**src/rtl/serial_alu_pkg.sv**
```systemverilog
// Shared encodings for the serial ALU: operation codes and FSM states.
package serial_alu_pkg;

    typedef enum logic [1:0] {
        OP_AND = 2'b00,
        OP_OR  = 2'b01,
        OP_ADD = 2'b10,
        OP_SLT = 2'b11
    } op_e;

    typedef enum logic [1:0] {
        S_IDLE = 2'b00,
        S_RUN  = 2'b01,
        S_DONE = 2'b10
    } state_e;

endpackage

```
**src/rtl/alu_slice.sv**
```systemverilog
// Combinational SLICE-bit ALU: AND/OR/sum per bit over a ripple carry chain.
module alu_slice
    import serial_alu_pkg::*;
#(
    parameter int SLICE = 1
) (
    input  logic [SLICE-1:0] ai_i,
    input  logic [SLICE-1:0] bi_i,
    input  logic             c_i,
    input  op_e              op_i,
    output logic [SLICE-1:0] res_o,
    output logic             c_o,
    output logic             cmsb_o
);

    always_comb begin : chain
        logic c;
        c      = c_i;
        res_o  = '0;
        cmsb_o = 1'b0;
        for (int i = 0; i < SLICE; i++) begin
            if (i == SLICE - 1) begin
                cmsb_o = c;
            end
            case (op_i)
                OP_AND:  res_o[i] = ai_i[i] & bi_i[i];
                OP_OR:   res_o[i] = ai_i[i] | bi_i[i];
                default: res_o[i] = ai_i[i] ^ bi_i[i] ^ c;
            endcase
            // Carry always ripples as a full adder, whatever the operation.
            c = (ai_i[i] & bi_i[i]) | (c & (ai_i[i] ^ bi_i[i]));
        end
        c_o = c;
    end

endmodule

```
**src/rtl/serial_alu.sv**
```systemverilog
// Multi-cycle ALU: processes SLICE bits per cycle, LSB first, with
// start/busy/done handshake, signed overflow and full-word SLT.
module serial_alu
    import serial_alu_pkg::*;
#(
    parameter int WIDTH = 64,
    parameter int SLICE = 1
) (
    input  logic             clk,
    input  logic             rst,
    input  logic             start,
    input  logic [WIDTH-1:0] a,
    input  logic [WIDTH-1:0] b,
    input  logic             a_invert,
    input  logic             b_invert,
    input  logic             carry_in,
    input  logic [1:0]       operation,
    output logic             busy,
    output logic             done,
    output logic [WIDTH-1:0] result,
    output logic             zf,
    output logic             carry_out,
    output logic             overflow
);

    localparam int NSLICE = WIDTH / SLICE;
    localparam int CW     = (NSLICE > 1) ? $clog2(NSLICE) : 1;

    state_e           state_q, state_d;
    op_e              op_q, op_d;
    logic [WIDTH-1:0] a_q, a_d, b_q, b_d;
    logic [WIDTH-1:0] work_q, work_d, work_shift;
    logic [WIDTH-1:0] result_q, result_d;
    logic [CW-1:0]    cnt_q, cnt_d;
    logic             carry_q, carry_d;
    logic             zacc_q, zacc_d;
    logic             zf_q, zf_d;
    logic             co_q, co_d;
    logic             ov_q, ov_d;

    logic [SLICE-1:0] slice_res;
    logic             s_cout, s_cmsb, slt_bit, slice_zero;

    // Operand registers shift right, so the current slice is always at bit 0.
    alu_slice #(.SLICE(SLICE)) u_slice (
        .ai_i   (a_q[SLICE-1:0]),
        .bi_i   (b_q[SLICE-1:0]),
        .c_i    (carry_q),
        .op_i   (op_q),
        .res_o  (slice_res),
        .c_o    (s_cout),
        .cmsb_o (s_cmsb)
    );

    always_comb begin
        state_d    = state_q;
        op_d       = op_q;
        a_d        = a_q;
        b_d        = b_q;
        work_d     = work_q;
        result_d   = result_q;
        cnt_d      = cnt_q;
        carry_d    = carry_q;
        zacc_d     = zacc_q;
        zf_d       = zf_q;
        co_d       = co_q;
        ov_d       = ov_q;
        slice_zero = ~|slice_res;
        slt_bit    = slice_res[SLICE-1] ^ s_cmsb ^ s_cout;
        work_shift = (work_q >> SLICE)
                   | (WIDTH'(slice_res) << (WIDTH - SLICE));
        unique case (state_q)
            S_IDLE: begin
                if (start) begin
                    a_d     = a ^ {WIDTH{a_invert}};
                    b_d     = b ^ {WIDTH{b_invert}};
                    op_d    = op_e'(operation);
                    carry_d = carry_in;
                    cnt_d   = '0;
                    zacc_d  = 1'b1;
                    state_d = S_RUN;
                end
            end
            S_RUN: begin
                a_d     = a_q >> SLICE;
                b_d     = b_q >> SLICE;
                work_d  = work_shift;
                carry_d = s_cout;
                zacc_d  = zacc_q & slice_zero;
                if (cnt_q == CW'(NSLICE - 1)) begin
                    state_d = S_DONE;
                    co_d    = s_cout;
                    ov_d    = s_cmsb ^ s_cout;
                    if (op_q == OP_SLT) begin
                        result_d = WIDTH'(slt_bit);
                        zf_d     = ~slt_bit;
                    end else begin
                        result_d = work_shift;
                        zf_d     = zacc_q & slice_zero;
                    end
                end else begin
                    cnt_d = cnt_q + CW'(1);
                end
            end
            S_DONE:  state_d = S_IDLE;
            default: state_d = S_IDLE;
        endcase
    end

    always_ff @(posedge clk or posedge rst) begin
        if (rst) begin
            state_q  <= S_IDLE;
            op_q     <= OP_AND;
            a_q      <= '0;
            b_q      <= '0;
            work_q   <= '0;
            result_q <= '0;
            cnt_q    <= '0;
            carry_q  <= 1'b0;
            zacc_q   <= 1'b0;
            zf_q     <= 1'b0;
            co_q     <= 1'b0;
            ov_q     <= 1'b0;
        end else begin
            state_q  <= state_d;
            op_q     <= op_d;
            a_q      <= a_d;
            b_q      <= b_d;
            work_q   <= work_d;
            result_q <= result_d;
            cnt_q    <= cnt_d;
            carry_q  <= carry_d;
            zacc_q   <= zacc_d;
            zf_q     <= zf_d;
            co_q     <= co_d;
            ov_q     <= ov_d;
        end
    end

    assign busy      = (state_q == S_RUN);
    assign done      = (state_q == S_DONE);
    assign result    = result_q;
    assign zf        = zf_q;
    assign carry_out = co_q;
    assign overflow  = ov_q;

endmodule
```
**config.mk**
```make
export PLATFORM = sky130hd
export DESIGN_NAME = serial_alu
export DESIGN_NICKNAME = d
export VERILOG_FILES = /design/src/rtl/serial_alu_pkg.sv /design/src/rtl/alu_slice.sv /design/src/rtl/serial_alu.sv
export SDC_FILE = /design/constraint.sdc
export NUM_CORES = 1
export LEC_CHECK = 0
export CAP_MARGIN = 20
export CORE_ASPECT_RATIO = 1.5
export CORE_MARGIN = 2
export CORE_UTILIZATION = 48
export CTS_CLUSTER_DIAMETER = 30
export DETAILED_ROUTE_END_ITERATION = 6
export MAX_ROUTING_LAYER = met4
export PLACE_DENSITY_LB_ADDON = 0.12
export SETUP_SLACK_MARGIN = 0.1
export SYNTH_ARGS = -nofsm -noshare
export SYNTH_HDL_FRONTEND = slang
export SYNTH_SLANG_ARGS = --single-unit
```
**constraint.sdc**
```tcl
create_clock -name clk -period 16.45 [get_ports clk]
set_clock_uncertainty 0.05 [all_clocks]
set_input_delay 3.29 -clock clk [delete_from_list [all_inputs] [get_ports clk]]
set_output_delay 3.29 -clock clk [all_outputs]
set_load 0.1 [all_outputs]
```
==> results.py <==
metrics = {
    "critical_path": {
        "critical_path_class": "flop to output pin",
        "crit_fanout": 70,
        "worstPathRequired_ns": 13.11,
        "arrival_ns": 3.62,
        "crit_path_start_kind": "flop",
        "endpoint_kind": "output pin",
    },
    "sta": {
        "grt_setup_unrepaired": "false",
        "tns_ns": 0,
        "fmax_mhz": 144,
        "fin_crit_ns": 6.96,
        "hold_ws_ns": 0.410,
        "tightest_slew_ns": 1.03,
        "hold_viol": 0,
        "max_slew_margin_pct": 30.8,
        "final.period_utilization_pct": 42.3,
        "finalSetupViolCount": 0,
        "slew_viol_final": 0,
        "worst_slack_ns": 9.49,
    },
    "die": {
        "dieArea_um2": 28600,
        "initial_utilization_pct": 48.4,
        "io-pin-count": 205,
        "die_x_um": 139,
        "core_region_area_um2": 27000,
        "die_h_um": 206,
        "rows": 74,
    },
    "global_route": {
        "gr-total-overflow": 0,
        "grt_start_max_net_pins": 133,
        "grt.busiest_layer": "met2",
        "grt_usage_pct": 21.7,
        "grt_use_met3_pct": 5.14,
        "grt_util_met1_pct": 26.1,
        "grt_use_met2_pct": 37.0,
        "antenna_found_initial": 0,
        "grt_pass1_wl_mm": 50.6,
        "grt_pass1_vias": 10400,
    },
    "yosys": {
        "synth_top_area_cell": "dfrtp_1",
        "yosysWarnings": 0,
        "synth_seq_cells": 270,
        "ys_seq_area_share_pct": 51.6,
        "synthCells": 1405,
        "synth_top_family_by_area": "simple AND/OR/NAND/NOR gates",
        "netlist_area_um2": 13100,
        "avgSynthCellArea_um2": 9.32,
        "synth_fa_ha_area_share_pct": 0.440,
        "ys_top_cells_by_area": "dfrtp_1, nand2_1, nor2b_1, a21oi_1, xnor2_1",
        "synth_compound_area_share_pct": 15.8,
        "synthArstFlopShare_pct": 100,
        "synthFlopType": "dfrtp_1",
        "synth.net_count": 1545,
        "synth_edf_count": 0,
        "synth_xor_area_share_pct": 8.70,
        "synth_top_area_share_pct": 51.6,
        "synthMuxAreaShare_pct": 0.344,
        "synth.distinct_cells": 34,
        "synth-simple-area-share_pct": 19.2,
    },
    "outcome": {
        "status": "finished, final reports clean",
    },
    "clocking": {
        "cts_buffers": 47,
        "clockBufferDepth": 3,
        "hold_buffers": 0,
        "cts_tree": "built",
        "htreeDepth": 2,
        "cts_repair_resize_count": 0,
        "cts.clk_slew.worst_paths_ns": 0.06,
        "post_cts_buffers": 0,
        "clock_sinks": 270,
        "cts_root_buf": "clkbuf_16",
        "worstSkewPairLatency_ns": 0.54,
    },
    "routing": {
        "ant_nets": 0,
        "vias": 10300,
        "viasPerCell": 5.30,
        "wl_per_cell_um": 15.6,
        "wirelength_mm": 30.1,
        "drt_iter0_drc": 509,
        "first_pass_iters": 5,
        "drc_errors": 0,
    },
    "cells_and_area": {
        "final_cell_mix": "nand2_1, dfrtp_1, clkdlybuf4s50_1",
        "diodes": 0,
        "area_growth_syn_to_layout_pct": 28.5,
        "fin_nets": 1697,
        "layout_commonest_cell": "nand2_1",
        "drive_above_1_share_pct": 6.97,
    },
    "power": {
        "total_leakage_power_nw": 7.48,
        "p_per_area_nw_per_um2": 187,
        "ir_drop_uv": 142,
    },
    "hold_path": {
        "hold_path_class": "flop to flop",
    },
    "placement": {
        "portBuffers": 204,
        "gp_congestion": 0.772,
        "preCtsSetupSlack_ns": 10.03,
        "dp_hpwl_mm": 18.1,
    },
    "flow_run": {
        "maxCapViolations": 0,
    },
}
logic make-up (layout without fill, tap and decap cells):
family | Yosys count | count (layout)
compound gates | 329 | 329
xor+xnor | 130 | 130
fa+ha+maj | 4 | 4
buf+inv | 119 | 307
flops | 270 | 270
mux | 4 | 4
simple gates | 549 | 549
cell usage after synthesis (all sizes together) (3+ instances only):
master,number
a21oi,138
a22o,3
a22oi,53
buf,44
clkbuf,70
dfrtp,270
ha,3
inv,5
mux2,4
nand2,323
nand2b,3
nand3,65
nor2,13
nor2b,135
o21ai,58
o22a,72
xnor2,74
xor2,56
through the flow:
step	utilization [%]	cell area, µm²	power, mW	std cells
2_1_floorplan	-	13100	1.92	1405
3_3_place_gp	56.2	15200	2.16	1849
3_5_place_dp	56.3	15200	2.19	1850
4_1_cts	62.2	16800	3.19	1935
5_1_grt	62.2	16800	3.35	1935
6_report	62.2	16800	3.15	1935
registers in the layout, summed over array words and instances, names as in the netlist:
register / count
a_q: 64
b_q: 64
carry_out: 1
carry_q: 1
cnt_q: 6
op_q: 2
overflow: 1
result: 64
state_q: 2
work_q: 63
zacc_q: 1
zf: 1
layout make-up:
class	instances	area, µm²
multi-input combinational	1016	5860
clock inverter	28	357
fill	2340	10200
clock buffer	57	1240
sequential	270	6760
timing repair buffer	217	2140
tap	342	428
inverter	5	28.8
where the power goes:
group          switching [mW]  internal (mW)  leakage, nW  total, mW
Clock                   0.329          0.649        0.770      0.977
Sequential              0.175          0.918         3.44       1.09
Combinational           0.683          0.400         3.27       1.08
Total                    1.19           1.97         7.48       3.15
layer usage:
layer	vias to the layer above	part of all wire, %
li1	5004	-
met1	5002	43
met2	214	50
met3	38	5.5
met4	0	1.6
met5	-	0
final timing paths:
check                      slack, ns              startpoint                     end  cells after the start
max reg2reg                    13.01  state_q[1]$_DFFE_PP0P_  result[52]$_DFFE_PP0P_                      8
min in group asynchronous       3.27                     rst  work_q[16]$_DFFE_PP0P_                      2
max                             9.49  state_q[1]$_DFFE_PP0P_                    busy                      4
max in group asynchronous      11.46                     rst  state_q[0]$_DFFE_PP0P_                      3
min reg2reg                     0.41  result[20]$_DFFE_PP0P_  result[20]$_DFFE_PP0P_                      2
min                             0.41  result[20]$_DFFE_PP0P_  result[20]$_DFFE_PP0P_                      2
worst max-delay path: stages (launching register included):
cell and delay [ns]:
dfrtp_4 0.71, nand2b_2 0.28, buf_4 0.34, inv_4 0.50, clkdlybuf4s50_1 1.24
Note: power is estimated with default switching activity, not from simulation.
